<file path="src/rtl/matmul_pkg.sv">
// -----------------------------------------------------------------------------
// matmul_pkg
//   Shared definitions for the systolic-array operand feeder:
//     - state_e         : feeder FSM state encoding (IDLE/FEED/DONE)
//     - DEF_DATA_WIDTH  : default signed operand width
//     - DEF_DIM         : default array dimension
//     - FEED_CYCLES()   : number of FEED cycles for a DIM x DIM multiply
// -----------------------------------------------------------------------------
package matmul_pkg;

    typedef enum logic [1:0] {
        ST_IDLE = 2'd0,
        ST_FEED = 2'd1,
        ST_DONE = 2'd2
    } state_e;

    localparam int unsigned DEF_DATA_WIDTH = 8;
    localparam int unsigned DEF_DIM        = 4;

    // Skewed streaming of DIM operands per edge takes 3*DIM-2 cycles.
    function automatic int unsigned FEED_CYCLES(input int unsigned dim);
        return 3 * dim - 2;
    endfunction

endpackage

</file>
<file path="src/rtl/matmul_operand_mem.sv">
// -----------------------------------------------------------------------------
// matmul_operand_mem
//   DIM x DIM operand register file: one synchronous write port, all elements
//   readable combinationally, asynchronous active-low reset to zero.
//   Ports:
//     clk_i, rst_ni          clock, async active-low reset
//     wr_en_i                write strobe (already qualified by the caller)
//     wr_row_i, wr_col_i     element index (caller guarantees < DIM)
//     wr_data_i              element value
//     rd_data_o              flattened contents, element (r,c) at
//                            [(r*DIM+c)*DATA_WIDTH +: DATA_WIDTH]
// -----------------------------------------------------------------------------
module matmul_operand_mem
    import matmul_pkg::*;
#(
    parameter int unsigned DATA_WIDTH = DEF_DATA_WIDTH,
    parameter int unsigned DIM        = DEF_DIM,
    parameter int unsigned IDX_W      = $clog2(DIM)
) (
    input  logic                            clk_i,
    input  logic                            rst_ni,
    input  logic                            wr_en_i,
    input  logic [IDX_W-1:0]                wr_row_i,
    input  logic [IDX_W-1:0]                wr_col_i,
    input  logic [DATA_WIDTH-1:0]           wr_data_i,
    output logic [DIM*DIM*DATA_WIDTH-1:0]   rd_data_o
);

    logic [DATA_WIDTH-1:0] mem_q [DIM][DIM];

    always_ff @(posedge clk_i or negedge rst_ni) begin
        if (!rst_ni) begin
            for (int unsigned r = 0; r < DIM; r++) begin
                for (int unsigned c = 0; c < DIM; c++) begin
                    mem_q[r][c] <= '0;
                end
            end
        end else if (wr_en_i) begin
            mem_q[wr_row_i][wr_col_i] <= wr_data_i;
        end
    end

    for (genvar r = 0; r < DIM; r++) begin : g_row
        for (genvar c = 0; c < DIM; c++) begin : g_col
            assign rd_data_o[(r*DIM+c)*DATA_WIDTH +: DATA_WIDTH] = mem_q[r][c];
        end
    end

endmodule

</file>
<file path="src/rtl/matmul_operand_feeder.sv">
// -----------------------------------------------------------------------------
// matmul_operand_feeder
//   Holds matrices A and B and streams them, diagonally skewed, into the edges
//   of a DIM x DIM systolic multiply array. Row i of A drives the left edge of
//   array row i, column j of B drives the top edge of array column j. After the
//   stream the array is held in accumulate-hold (pe_start_o=1, operands 0)
//   until clear_i.
//   Ports:
//     clk_i, rst_ni          clock, async active-low reset
//     start_i                begin a multiply (IDLE only, no write that cycle)
//     clear_i                abort FEED / release DONE, back to IDLE
//     wr_en_i, wr_sel_i      element write strobe, 0 = A, 1 = B
//     wr_row_i, wr_col_i     element index
//     wr_data_i              signed element value
//     wr_ready_o             writes accepted (IDLE and DONE)
//     a_row_o, b_col_o       skewed operand slices for the array edges
//     pe_start_o             start/hold line for every PE
//     busy_o, done_o         FEED / DONE indication
//     wr_err_o               sticky bad-write flag (FEEDER_WR_ERR_EN only)
//   Build option:
//     FEEDER_WR_ERR_EN       adds wr_err_o; otherwise bad writes drop silently
// -----------------------------------------------------------------------------
module matmul_operand_feeder
    import matmul_pkg::*;
#(
    parameter int unsigned DATA_WIDTH = DEF_DATA_WIDTH,
    parameter int unsigned DIM        = DEF_DIM,
    parameter int unsigned IDX_W      = $clog2(DIM)
) (
    input  logic                        clk_i,
    input  logic                        rst_ni,
    input  logic                        start_i,
    input  logic                        clear_i,
    input  logic                        wr_en_i,
    input  logic                        wr_sel_i,
    input  logic [IDX_W-1:0]            wr_row_i,
    input  logic [IDX_W-1:0]            wr_col_i,
    input  logic [DATA_WIDTH-1:0]       wr_data_i,
    output logic                        wr_ready_o,
    output logic [DIM*DATA_WIDTH-1:0]   a_row_o,
    output logic [DIM*DATA_WIDTH-1:0]   b_col_o,
    output logic                        pe_start_o,
    output logic                        busy_o,
    output logic                        done_o
`ifdef FEEDER_WR_ERR_EN
    ,
    output logic                        wr_err_o
`endif
);

    localparam int unsigned CNT_W  = $clog2(FEED_CYCLES(DIM));
    localparam int unsigned LAST_T = FEED_CYCLES(DIM) - 1;

    state_e                     state_q, state_d;
    logic [CNT_W-1:0]           t_q, t_d;
    logic [DIM*DATA_WIDTH-1:0]  a_row_q, a_row_d;
    logic [DIM*DATA_WIDTH-1:0]  b_col_q, b_col_d;
    logic                       pe_start_q, pe_start_d;
    logic                       busy_q, busy_d;
    logic                       done_q, done_d;
    logic                       wr_ready_q, wr_ready_d;

    logic                           idx_ok;
    logic                           wr_accept;
    logic [DIM*DIM*DATA_WIDTH-1:0]  a_flat, b_flat;

    // A power-of-two DIM leaves no out-of-range index encodings.
    if (DIM == (1 << IDX_W)) begin : g_idx_full
        assign idx_ok = 1'b1;
    end else begin : g_idx_check
        assign idx_ok = (32'(wr_row_i) < DIM) && (32'(wr_col_i) < DIM);
    end

    assign wr_accept = wr_en_i && wr_ready_q && idx_ok;

    matmul_operand_mem #(
        .DATA_WIDTH (DATA_WIDTH),
        .DIM        (DIM),
        .IDX_W      (IDX_W)
    ) u_mem_a (
        .clk_i      (clk_i),
        .rst_ni     (rst_ni),
        .wr_en_i    (wr_accept && !wr_sel_i),
        .wr_row_i   (wr_row_i),
        .wr_col_i   (wr_col_i),
        .wr_data_i  (wr_data_i),
        .rd_data_o  (a_flat)
    );

    matmul_operand_mem #(
        .DATA_WIDTH (DATA_WIDTH),
        .DIM        (DIM),
        .IDX_W      (IDX_W)
    ) u_mem_b (
        .clk_i      (clk_i),
        .rst_ni     (rst_ni),
        .wr_en_i    (wr_accept && wr_sel_i),
        .wr_row_i   (wr_row_i),
        .wr_col_i   (wr_col_i),
        .wr_data_i  (wr_data_i),
        .rd_data_o  (b_flat)
    );

    always_comb begin
        state_d = state_q;
        t_d     = t_q;
        unique case (state_q)
            ST_IDLE: begin
                if (!clear_i && start_i && !wr_en_i) begin
                    state_d = ST_FEED;
                    t_d     = '0;
                end
            end
            ST_FEED: begin
                if (clear_i) begin
                    state_d = ST_IDLE;
                end else if (t_q == CNT_W'(LAST_T)) begin
                    state_d = ST_DONE;
                end else begin
                    t_d = t_q + CNT_W'(1);
                end
            end
            ST_DONE: begin
                if (clear_i) begin
                    state_d = ST_IDLE;
                end
            end
            default: state_d = ST_IDLE;
        endcase
    end

    // Outputs are registered, so they are derived from the next state/count.
    // Row slice i carries A[i][k] and column slice i carries B[k][i] exactly
    // when t == i + k, so one loop nest produces both skews.
    always_comb begin
        pe_start_d = (state_d != ST_IDLE);
        busy_d     = (state_d == ST_FEED);
        done_d     = (state_d == ST_DONE);
        wr_ready_d = (state_d != ST_FEED);
        a_row_d    = '0;
        b_col_d    = '0;
        if (state_d == ST_FEED) begin
            for (int unsigned i = 0; i < DIM; i++) begin
                for (int unsigned k = 0; k < DIM; k++) begin
                    if (t_d == CNT_W'(i + k)) begin
                        a_row_d[i*DATA_WIDTH +: DATA_WIDTH] =
                            a_flat[(i*DIM+k)*DATA_WIDTH +: DATA_WIDTH];
                        b_col_d[i*DATA_WIDTH +: DATA_WIDTH] =
                            b_flat[(k*DIM+i)*DATA_WIDTH +: DATA_WIDTH];
                    end
                end
            end
        end
    end

    always_ff @(posedge clk_i or negedge rst_ni) begin
        if (!rst_ni) begin
            state_q    <= ST_IDLE;
            t_q        <= '0;
            a_row_q    <= '0;
            b_col_q    <= '0;
            pe_start_q <= 1'b0;
            busy_q     <= 1'b0;
            done_q     <= 1'b0;
            wr_ready_q <= 1'b0;
        end else begin
            state_q    <= state_d;
            t_q        <= t_d;
            a_row_q    <= a_row_d;
            b_col_q    <= b_col_d;
            pe_start_q <= pe_start_d;
            busy_q     <= busy_d;
            done_q     <= done_d;
            wr_ready_q <= wr_ready_d;
        end
    end

    assign a_row_o    = a_row_q;
    assign b_col_o    = b_col_q;
    assign pe_start_o = pe_start_q;
    assign busy_o     = busy_q;
    assign done_o     = done_q;
    assign wr_ready_o = wr_ready_q;

`ifdef FEEDER_WR_ERR_EN
    logic wr_err_q, wr_err_d;

    always_comb begin
        wr_err_d = wr_err_q;
        if (clear_i) begin
            wr_err_d = 1'b0;
        end else if (wr_en_i && (!wr_ready_q || !idx_ok)) begin
            wr_err_d = 1'b1;
        end
    end

    always_ff @(posedge clk_i or negedge rst_ni) begin
        if (!rst_ni) begin
            wr_err_q <= 1'b0;
        end else begin
            wr_err_q <= wr_err_d;
        end
    end

    assign wr_err_o = wr_err_q;
`endif

endmodule

</file>
<file path="config.mk">
export PLATFORM = sky130hd
export DESIGN_NAME = matmul_operand_feeder
export DESIGN_NICKNAME = d
export VERILOG_FILES = /design/src/rtl/matmul_pkg.sv /design/src/rtl/matmul_operand_mem.sv /design/src/rtl/matmul_operand_feeder.sv
export SDC_FILE = /design/constraint.sdc
export NUM_CORES = 1
export LEC_CHECK = 0
export ABC_CLOCK_PERIOD_IN_PS = 2500
export BUFFER_PORTS_ARGS = -buffer_cell sky130_fd_sc_hd__buf_2
export CAP_MARGIN = 30
export CELL_PAD_IN_SITES_DETAIL_PLACEMENT = 0
export CELL_PAD_IN_SITES_GLOBAL_PLACEMENT = 1
export CORE_ASPECT_RATIO = 0.6
export CORE_UTILIZATION = 45
export CTS_CLUSTER_SIZE = 20
export DETAILED_ROUTE_END_ITERATION = 8
export PLACE_DENSITY_LB_ADDON = 0.1
export SYNTH_ARGS = -nofsm -noshare
export SYNTH_HDL_FRONTEND = slang
export SYNTH_SLANG_ARGS = --single-unit
</file>
<file path="constraint.sdc">
create_clock -name clk_i -period 2.5 [get_ports clk_i]
set_input_delay 0.5 -clock clk_i [delete_from_list [all_inputs] [get_ports clk_i]]
set_output_delay 0.5 -clock clk_i [all_outputs]
set_load 0.02 [all_outputs]
</file>
==> results.ini, run 1 <==
[critical_path]
critPathMaxFanout=13
startpoint_type=register
cp-end-kind=register
cp-startpoint=t_q[0]
worstPathArrival_ns=2.87
timing.rr.start=t_q[0]
cp.required_ns=2.91
critPathKind=register to register

[die]
die_h_um=138
die_w_um=229
initial_core_util_pct=46.2
io_pins=86
num_rows=49
core_area_mm2=0.0302
die_area_mm2=0.0318

[placed_design]
place_congestion=0.802
dp_hpwl_um=21800
port_buffers=85
pre_cts_ws_ns=-0.181

[sta]
fin_skew_ns=0.0105
fmax_mhz=406
tightestPinTransition_ns=0.850
post-route-min-period_ns=2.46
hold_ws_ns=0.251
setup_viol=0
setup_tns_ns=0
rsz0062_at_grt=true
slew_headroom_pct=43.4
setup_ws_ns=0.0395
fin_crit_sh_pct=98.4
hold_viol_final=0
slew_viol_final=0

[logic_synthesis]
yosys.area.top_type=dfrtp_1
yosysMostFrequentCell=dfrtp_1
ys_types=53
syn_nets=1080
ys_async_sr_fraction_pct=100
synthesis.area_mm2=0.0140
yosys-top-cells-area=dfrtp_1 59%, mux2_2 22%, o21ai_0 1.6%, nor2_1 1.6%, a31oi_1 1.5%
ys_seq_area_share_pct=59.1
synth_top_area_share_pct=59.1
syn_area_per_cell_um2=13.2
synth_edf_count=0
synth_top_flop_cell=dfrtp_1
ys_ff_latch=330
synth_warnings=0
synthTopCellsByCount=330 x dfrtp_1, 269 x mux2_2, 61 x nor2_1
synthCells=1060

[drt]
drc=0
vias=9042
vias_per_cell=5.52
ant_nets=0
totalWireLength_um=35000
drtIter0Drc=639
wl_per_cell_um=21.4
dr.pass1.iters=4

[worst_hold_path]
worstHoldPathType=input port to register
hold_start=clear_i

[clock_network]
cts_root_buffer=clkbuf_16
cts_tree=yes
cts_max_level=2
insertion_delay_ns=0.52
cts_max_path_buffers=3
clk_pin_slew_worst_paths_ns=0.06
clock-sinks=330
cts_inserted_buffers=34

[global_routing]
grt_max_degree=61
grt_use_total_pct=22.9
antenna_found_initial=0
grt_first_pass_wirelength_um=56200
grt_pass1_vias=9388
overflow=0

[power_and_ir_drop]
power.density_mw_per_mm2=940
p_total_uw=15900
p_leak_uw=0.00792
ir_worst_vdd_v=0.000585

[cells_and_area]
utilization_pct=56.0
syn_to_final_growth_pct=21.1
drive_gt1_share_pct=44.1
diodes=0
nNetsFinal=1225

[job]
maxCapViolCount=0

[run_status]
status=complete, no violations

[sequential cells by signal, summed over array words and instances, names as in the netlist]
signal and flops:
a_row_o 32, u_mem_a.rd_data_o 128, done_o 1, pe_start_o 1, t_q 4, b_col_o 32
wr_ready_o 1, u_mem_b.rd_data_o 128, busy_o 1, state_q 2
[where the power goes]
group | switching, uW | internal [uW]
Clock | 2100 | 3250
Sequential | 473 | 6250
Combinational | 1990 | 1830
[cells in the final DEF, fill, tap and decap left out, drive strengths merged, types with 2 or more instances in the layout]
cell type  synthesis  layout
a21oi              8       8
a221oi            17      17
a22o              16      16
a31oi             34      34
and2               4       4
and3              21      21
buf               15     176
bufinv             0       3
clkbuf            54      55
clkinv             0       3
dfrtp            330     330
ha                 2       2
inv                8       9
mux2             269     269
mux2i             20      20
nand2             49      49
nand2b             4       4
nand3              9       9
nand4              2       2
nor2              62      62
nor2b              6       6
nor3              17      17
nor4               3       3
o21ai             63      63
o221ai             3       3
o22ai             29      29
xor2               2       2
[area by class of cell]
type,instances,area (um2)
Fill cell,2553,13300
Clock inverter,7,114
Sequential cell,330,8260
Tap cell,408,510
Clock buffer,54,1070
Multi-Input combinational cell,653,5520
Inverter,8,40.0
Timing Repair Buffer,178,1400
[kinds of logic after synthesis]
group | synth area share (%)
muxes | 23.1
DFF | 59.1
and+or+nand+nor | 6.44
buffers and inverters | 2.43
xor gates and xnor gates | 0.125
AOI/OAI and AO/OA | 8.57
adders and majority gates | 0.179
[worst max-delay path, cell delays in order (launching register included)]
cell,delay [ns]
dfrtp_2,0.50
ha_4,0.18
nand2_2,0.05
nor4bb_4,0.18
a211oi_2,0.32
buf_4,0.21
buf_4,0.20
nand3_1,0.16
buf_4,0.24
o21ai_0,0.22
nor2_1,0.06
[path summary, 6_finish.rpt]
kind                                     endpoint  slack (ns)  cells past startpoint
hold reg to reg            u_mem_a.rd_data_o[108]        0.50                      1
hold / removal                         state_q[1]        0.25                      2
setup reg to reg                       b_col_o[2]        0.04                     10
max in group asynchronous              state_q[1]        1.23                      3
setup / recovery                       b_col_o[2]        0.04                     10
min in group asynchronous              a_row_o[5]        0.52                      2
[layer usage]
| layer | track usage, % | up-vias | wire (um) |
|---|---|---|---|
| li1 | - | 4147 | - |
| met3 | 3.28 | 46 | 1200 |
| met1 | 36.1 | 4694 | 18200 |
| met4 | 4.60 | 0 | 475 |
| met2 | 33.3 | 155 | 15100 |
| met5 | 0 | - | 0 |
[timing repair]
action                     CTS  global route
pin swaps                    2            14
setup buffers                2             3
setup endpoints to repair   64            61
hold buffers                 1             0
hold endpoints to repair    49             0
resized for setup            5            26
gates cloned                 0             1
[stage by stage]
stage                     std cells  cell area (um2)
after floorplan                1060            14000
after global placement         1570            15500
after detailed placement       1570            15500
after CTS                      1634            16700
after global routing           1638            16900
final                          1638            16900
Power figures use the tool's default switching activity.
==> run 2, diff against run 1 <==
--- a/config.mk
+++ b/config.mk
@@ -15,6 +15,7 @@
 export CTS_CLUSTER_SIZE = 20
 export DETAILED_ROUTE_END_ITERATION = 8
 export PLACE_DENSITY_LB_ADDON = 0.1
+export RECOVER_POWER = 50
 export SYNTH_ARGS = -nofsm -noshare
 export SYNTH_HDL_FRONTEND = slang
 export SYNTH_SLANG_ARGS = --single-unit
==> results.ini, run 2 (synthesis results as in run 1) <==
[critical_path]
critPathKind=register to register
cpPeakStageDelay_ns=0.50
startpoint_type=register
cp.required_ns=2.90
critPathSlowestCell=dfrtp_2
worstPathCellList=ha_4, nand2_2, nor4bb_4, a211oi_2, buf_4, buf_4, nand3_1, buf_4, o21ai_0, nor2_1
cp-end-kind=register
critPathMaxFanout=13
path_common_cell=buf_4
worstPathArrival_ns=2.86

[sta]
setup_ws_ns=0.0392
fin_skew_ns=0.0119
slew_headroom_pct=-3.83
setup_tns_ns=0
post-route-min-period_ns=2.46
hold_viol_final=0
setup_viol=0
fin_crit_sh_pct=98.4
hold_ws_ns=0.251
tightestPinTransition_ns=1.56
rsz0062_at_grt=true
fmax_mhz=406
slew_viol_final=55

[run_status]
violations=max-capacitance violations, max-slew violations
status=finished with violations

[placed_design]
pre_cts_ws_ns=-0.181
dp_hpwl_um=21800
place_congestion=0.802
port_buffers=85

[die]
die_area_mm2=0.0318
core_area_mm2=0.0302
io_pins=86
initial_core_util_pct=46.2
die_w_um=229
die_h_um=138
num_rows=49

[clock_network]
clock-sinks=330
clk_pin_slew_worst_paths_ns=0.06
cts_max_path_buffers=3
cts_inserted_buffers=34
cts_tree=yes
cts_max_level=2
cts_root_buffer=clkbuf_16
insertion_delay_ns=0.52

[drt]
vias=9086
totalWireLength_um=35000
ant_nets=0
dr.pass1.iters=4
drc=0
drtIter0Drc=685
vias_per_cell=5.55
wl_per_cell_um=21.4

[cells_and_area]
nNetsFinal=1225
mostFrequentLayoutCell=dfrtp_1
final_cell_mix=327 x dfrtp_1, 269 x mux2_2, 84 x buf_2
utilization_pct=55.8
diodes=0
drive_gt1_share_pct=44.1
syn_to_final_growth_pct=20.8

[power_and_ir_drop]
power.density_mw_per_mm2=941
p_total_uw=15900
ir_worst_vdd_v=0.000586
p_leak_uw=0.00791

[global_routing]
antenna_found_initial=0
overflow=0
grt_first_pass_wirelength_um=56200
grt_use_total_pct=22.9
grt_max_degree=61
grt_pass1_vias=9388

[worst_hold_path]
worstHoldPathType=input port to register

[job]
maxCapViolCount=1

## run 2: changes by cell type in the layout (fill, tap and decap cells not counted)
cell,before,now
buf_4,70,68
clkbuf_4,0,1
clkbuf_2,0,2
buf_6,2,5
buf_12,19,16
buf_8,1,0
## run 2: final timing paths
path	start	endpoint	slack, ns	depth (start not counted)
min in group asynchronous	rst_ni	u_mem_a.rd_data_o[17]	0.91	2
worst max register to register	t_q[0]	b_col_o[2]	0.04	10
max in group asynchronous	rst_ni	u_mem_b.rd_data_o[29]	0.33	3
worst min-delay path	clear_i	state_q[1]	0.25	2
worst max-delay path	t_q[0]	b_col_o[2]	0.04	10
worst min register to register	u_mem_a.rd_data_o[108]	u_mem_a.rd_data_o[108]	0.50	1
## run 2: where the power goes
part | switching (uW) | internal, uW | leakage (uW)
registers | 475 | 6260 | 0.00429
logic | 1990 | 1820 | 0.00303
clock network | 2090 | 3250 | 0.000583
## run 2: metal layers
metal  track usage (%)  part of all wire (%)  wire length, um  up-vias
li1                  -                     -                -     4147
met1              36.1                    51            17900     4715
met2              33.3                    43            15200      175
met3              3.28                   4.0             1400       49
met4              4.60                   1.4              487        0
met5                 0                     0                0        -
## run 2: area by class of cell
class | count | area (um2)
multi-input cells | 653 | 5520
well taps | 408 | 510
flip-flops and latches | 330 | 8260
clock inverters | 7 | 114
inverters | 8 | 40.0
repair buffers | 178 | 1360
clock buffers | 54 | 1070
fillers | 2562 | 13400
## run 2: per-stage QoR
stage                     instance area (um2)  std cells
after global placement                  15500       1570
after global routing                    16900       1638
after CTS                               16700       1634
after floorplan                         14000       1060
after detailed placement                15500       1570
final                                   16900       1638
## run 2: critical path: cells and delay by family, from the launching register on
kind / cells / cell delay [ns]
and+or+nand+nor: 4 / 0.44
buffers and inverters: 3 / 0.65
AOI/OAI and AO/OA: 2 / 0.55
DFF: 1 / 0.50
adders and majority gates: 1 / 0.18
## run 2: timing repair
item / in CTS / in global routing
buffers inserted: 2 / 3
pin swaps: 2 / 14
resized for setup: 5 / 26
endpoints found under the hold margin: 49 / 0
gates cloned: 0 / 1
hold buffers: 1 / 0
setup endpoints to repair: 64 / 61
==> run 3, diff against run 2 <==
--- a/config.mk
+++ b/config.mk
@@ -5,13 +5,13 @@
 export SDC_FILE = /design/constraint.sdc
 export NUM_CORES = 1
 export LEC_CHECK = 0
-export ABC_CLOCK_PERIOD_IN_PS = 2500
+export ABC_AREA = 1
 export BUFFER_PORTS_ARGS = -buffer_cell sky130_fd_sc_hd__buf_2
 export CAP_MARGIN = 30
 export CELL_PAD_IN_SITES_DETAIL_PLACEMENT = 0
 export CELL_PAD_IN_SITES_GLOBAL_PLACEMENT = 1
 export CORE_ASPECT_RATIO = 0.6
-export CORE_UTILIZATION = 45
+export CORE_UTILIZATION = 42
 export CTS_CLUSTER_SIZE = 20
 export DETAILED_ROUTE_END_ITERATION = 8
 export PLACE_DENSITY_LB_ADDON = 0.1
==> results.ini, run 3 <==
[die]
die_w_um=240
die_h_um=145
io_pins=86
core_area_mm2=0.0329
num_rows=51
die_area_mm2=0.0347
initial_core_util_pct=43.3

[sta]
setup_viol=0
hold_ws_ns=0.209
setup_tns_ns=0
setup_ws_ns=0.282
post-route-min-period_ns=2.22
slew_headroom_pct=-7.71
tightestPinTransition_ns=1.62
slew_viol_final=60
rsz0062_at_grt=false
fmax_mhz=451
fin_crit_sh_pct=88.7
fin_skew_ns=0.0146
hold_viol_final=0

[critical_path]
path_common_cell=nand2_1
r2r_end=a_row_o[14]
cpPeakStageDelay_ns=0.41
critPathMaxFanout=32
worstPathArrival_ns=2.63
timing.rr.start=t_q[1]
critPathSlowestCell=dfrtp_1
cp.required_ns=2.91
cp-end-kind=register
startpoint_type=register
r2r_slack_ns=0.28
r2r_cells=13
worstPathCellList=inv_1, ha_1, nand3_1, nand2_1, nand2_1, nand2_1, nand2_1, nand2_2, nor2_4, nand2_1, buf_12, o21ai_0, nor2_1
critPathKind=register to register

[logic_synthesis]
synth_warnings=0
synth_top_flop_cell=dfrtp_1
yosysMostFrequentCell=nand2_1
synth_edf_count=0
synth_top_area_share_pct=57.9
ys_seq_area_share_pct=57.9
synthTopCellsByCount=417 x nand2_1, 330 x dfrtp_1, 293 x o21ai_0
synthCells=1657
ys_ff_latch=330
yosys.area.top_type=dfrtp_1
syn_area_per_cell_um2=8.60
synthesis.area_mm2=0.0143
syn_nets=1677
ys_types=24
ys_async_sr_fraction_pct=100
yosys-top-cells-area=dfrtp_1 58%, nand2_1 11%, o21ai_0 10%, nor2_1 4.5%, nand3_1 4.4%

[drt]
vias=11434
dr.pass1.iters=5
drc=0
ant_nets=0
drtIter0Drc=1034
vias_per_cell=5.26
totalWireLength_um=40200
wl_per_cell_um=18.5

[cells_and_area]
multiInputGateArea_mm2=0.00518
fill_cells=3227
seqCellArea_mm2=0.00826
final_cell_mix=418 x nand2_1, 330 x dfrtp_1, 293 x o21ai_0
mostFrequentLayoutCell=nand2_1
syn_to_final_growth_pct=14.6
nNetsFinal=1719
drive_gt1_share_pct=11.1
diodes=0

[clock_network]
cts_tree=yes
cts_max_level=2
cts_inserted_buffers=34
ctsResizeCount=0
clock-sinks=330
insertion_delay_ns=0.53
cts_max_path_buffers=3
cts_root_buffer=clkbuf_16
clk_pin_slew_worst_paths_ns=0.06

[power_and_ir_drop]
ir_worst_vdd_v=0.000501
netSwitchingPower_uw=4530
p_clk_share_pct=35.0
swShare_pct=31.0
p_leak_uw=0.00806
power_frac_comb_pct=19.8
p_seq_share_pct=45.2
power.density_mw_per_mm2=895
internal_power_uw=10100

[global_routing]
grt_pass1_vias=10895
antenna_found_initial=1
grt_first_pass_wirelength_um=64800
grt_use_total_pct=24.3
grt_max_degree=65
overflow=0

[placed_design]
pre_cts_ws_ns=0.257
dp_hpwl_um=24100
place_congestion=0.850
port_buffers=85

[worst_hold_path]
hold_end=u_mem_b.rd_data_o[1]
hold_depth=3
hold_start=wr_data_i[1]
worstHoldPathType=input port to register

[run_status]
violations=max-capacitance violations, max-slew violations
status=finished with violations

[job]
maxCapViolCount=1

-- run 3: cell types whose count changed after synthesis, moves of 33 or more --
cell	previous run	this run
a31oi_1	33	0
o21ai_0	46	293
nand2_1	49	417
nand3_1	9	125
nand4_1	2	83
nor2_1	61	171
mux2_2	269	0
inv_1	6	58
-- run 3: worst max-delay path by stage --
stage | startpoint | end | slack, ns | cells past startpoint
2_1_floorplan | t_q[0] | a_row_o[1] | 0.63 | 11
3_5_place_dp | clear_i | a_row_o[18] | 0.26 | 14
4_1_cts | t_q[1] | a_row_o[14] | 0.31 | 13
3_3_place_gp | clear_i | a_row_o[18] | 0.26 | 14
5_1_grt | rst_ni | b_col_o[17] | 0.11 | 3
6_report | t_q[1] | a_row_o[14] | 0.28 | 13
-- run 3: critical path, delay by kind of cell, from the launching register on --
family,cells,cell delay [ns]
compound gates,1,0.22
fa+ha+maj,1,0.19
buf+inv,2,0.26
flops,1,0.41
simple gates,9,1.00
-- run 3: through the flow --
stage | instance area [um2] | cells | total power [uW] | util, %
detailed placement | 15300 | 2112 | 9620 | 46.4
floorplan | 14300 | 1657 | 8520 | -
global route | 16300 | 2174 | 15500 | 49.6
finish | 16300 | 2174 | 14600 | 49.6
global placement | 15300 | 2112 | 9580 | 46.4
CTS | 16400 | 2174 | 14800 | 49.8
-- run 3: kinds of logic (layout without fill, tap and decap cells) --
logic type	Yosys count	count (layout)	share of synthesized area, %
buf+inv	188	255	5.70
flops	330	330	57.9
compound gates	312	312	11.0
simple gates	825	825	25.2
fa+ha+maj	2	2	0.175
-- run 3: metal layers --
metal / vias to the layer above / wire length, um / track usage (%)
li1: 5566 / - / -
met1: 5555 / 20600 / 37.5
met5: - / 0 / 0
met4: 0 / 401 / 4.09
met2: 274 / 17100 / 36.0
met3: 39 / 2160 / 4.19
-- run 3: timing repair --
item,in CTS,in global routing
hold endpoints to repair,54,0
buffers inserted,0,0
hold buffers,1,0
-- run 3: power by group through the flow --
stage	sequential, uW	clock, uW	combinational (uW)
final	6620	5120	2890
after global routing	6720	5460	3270
after CTS	6620	5230	2930
after detailed placement	6700	0	2920
after global placement	6690	0	2890
after floorplan	6680	0	1840
-- run 3: layout make-up --
| type | count | area share (%) |
|---|---|---|
| well taps | 450 | 3.45 |
| repair buffers | 131 | 5.93 |
| multi-input cells | 1139 | 31.7 |
| clock inverters | 9 | 0.360 |
| inverters | 63 | 1.46 |
| clock buffers | 52 | 6.56 |
| flip-flops and latches | 330 | 50.5 |
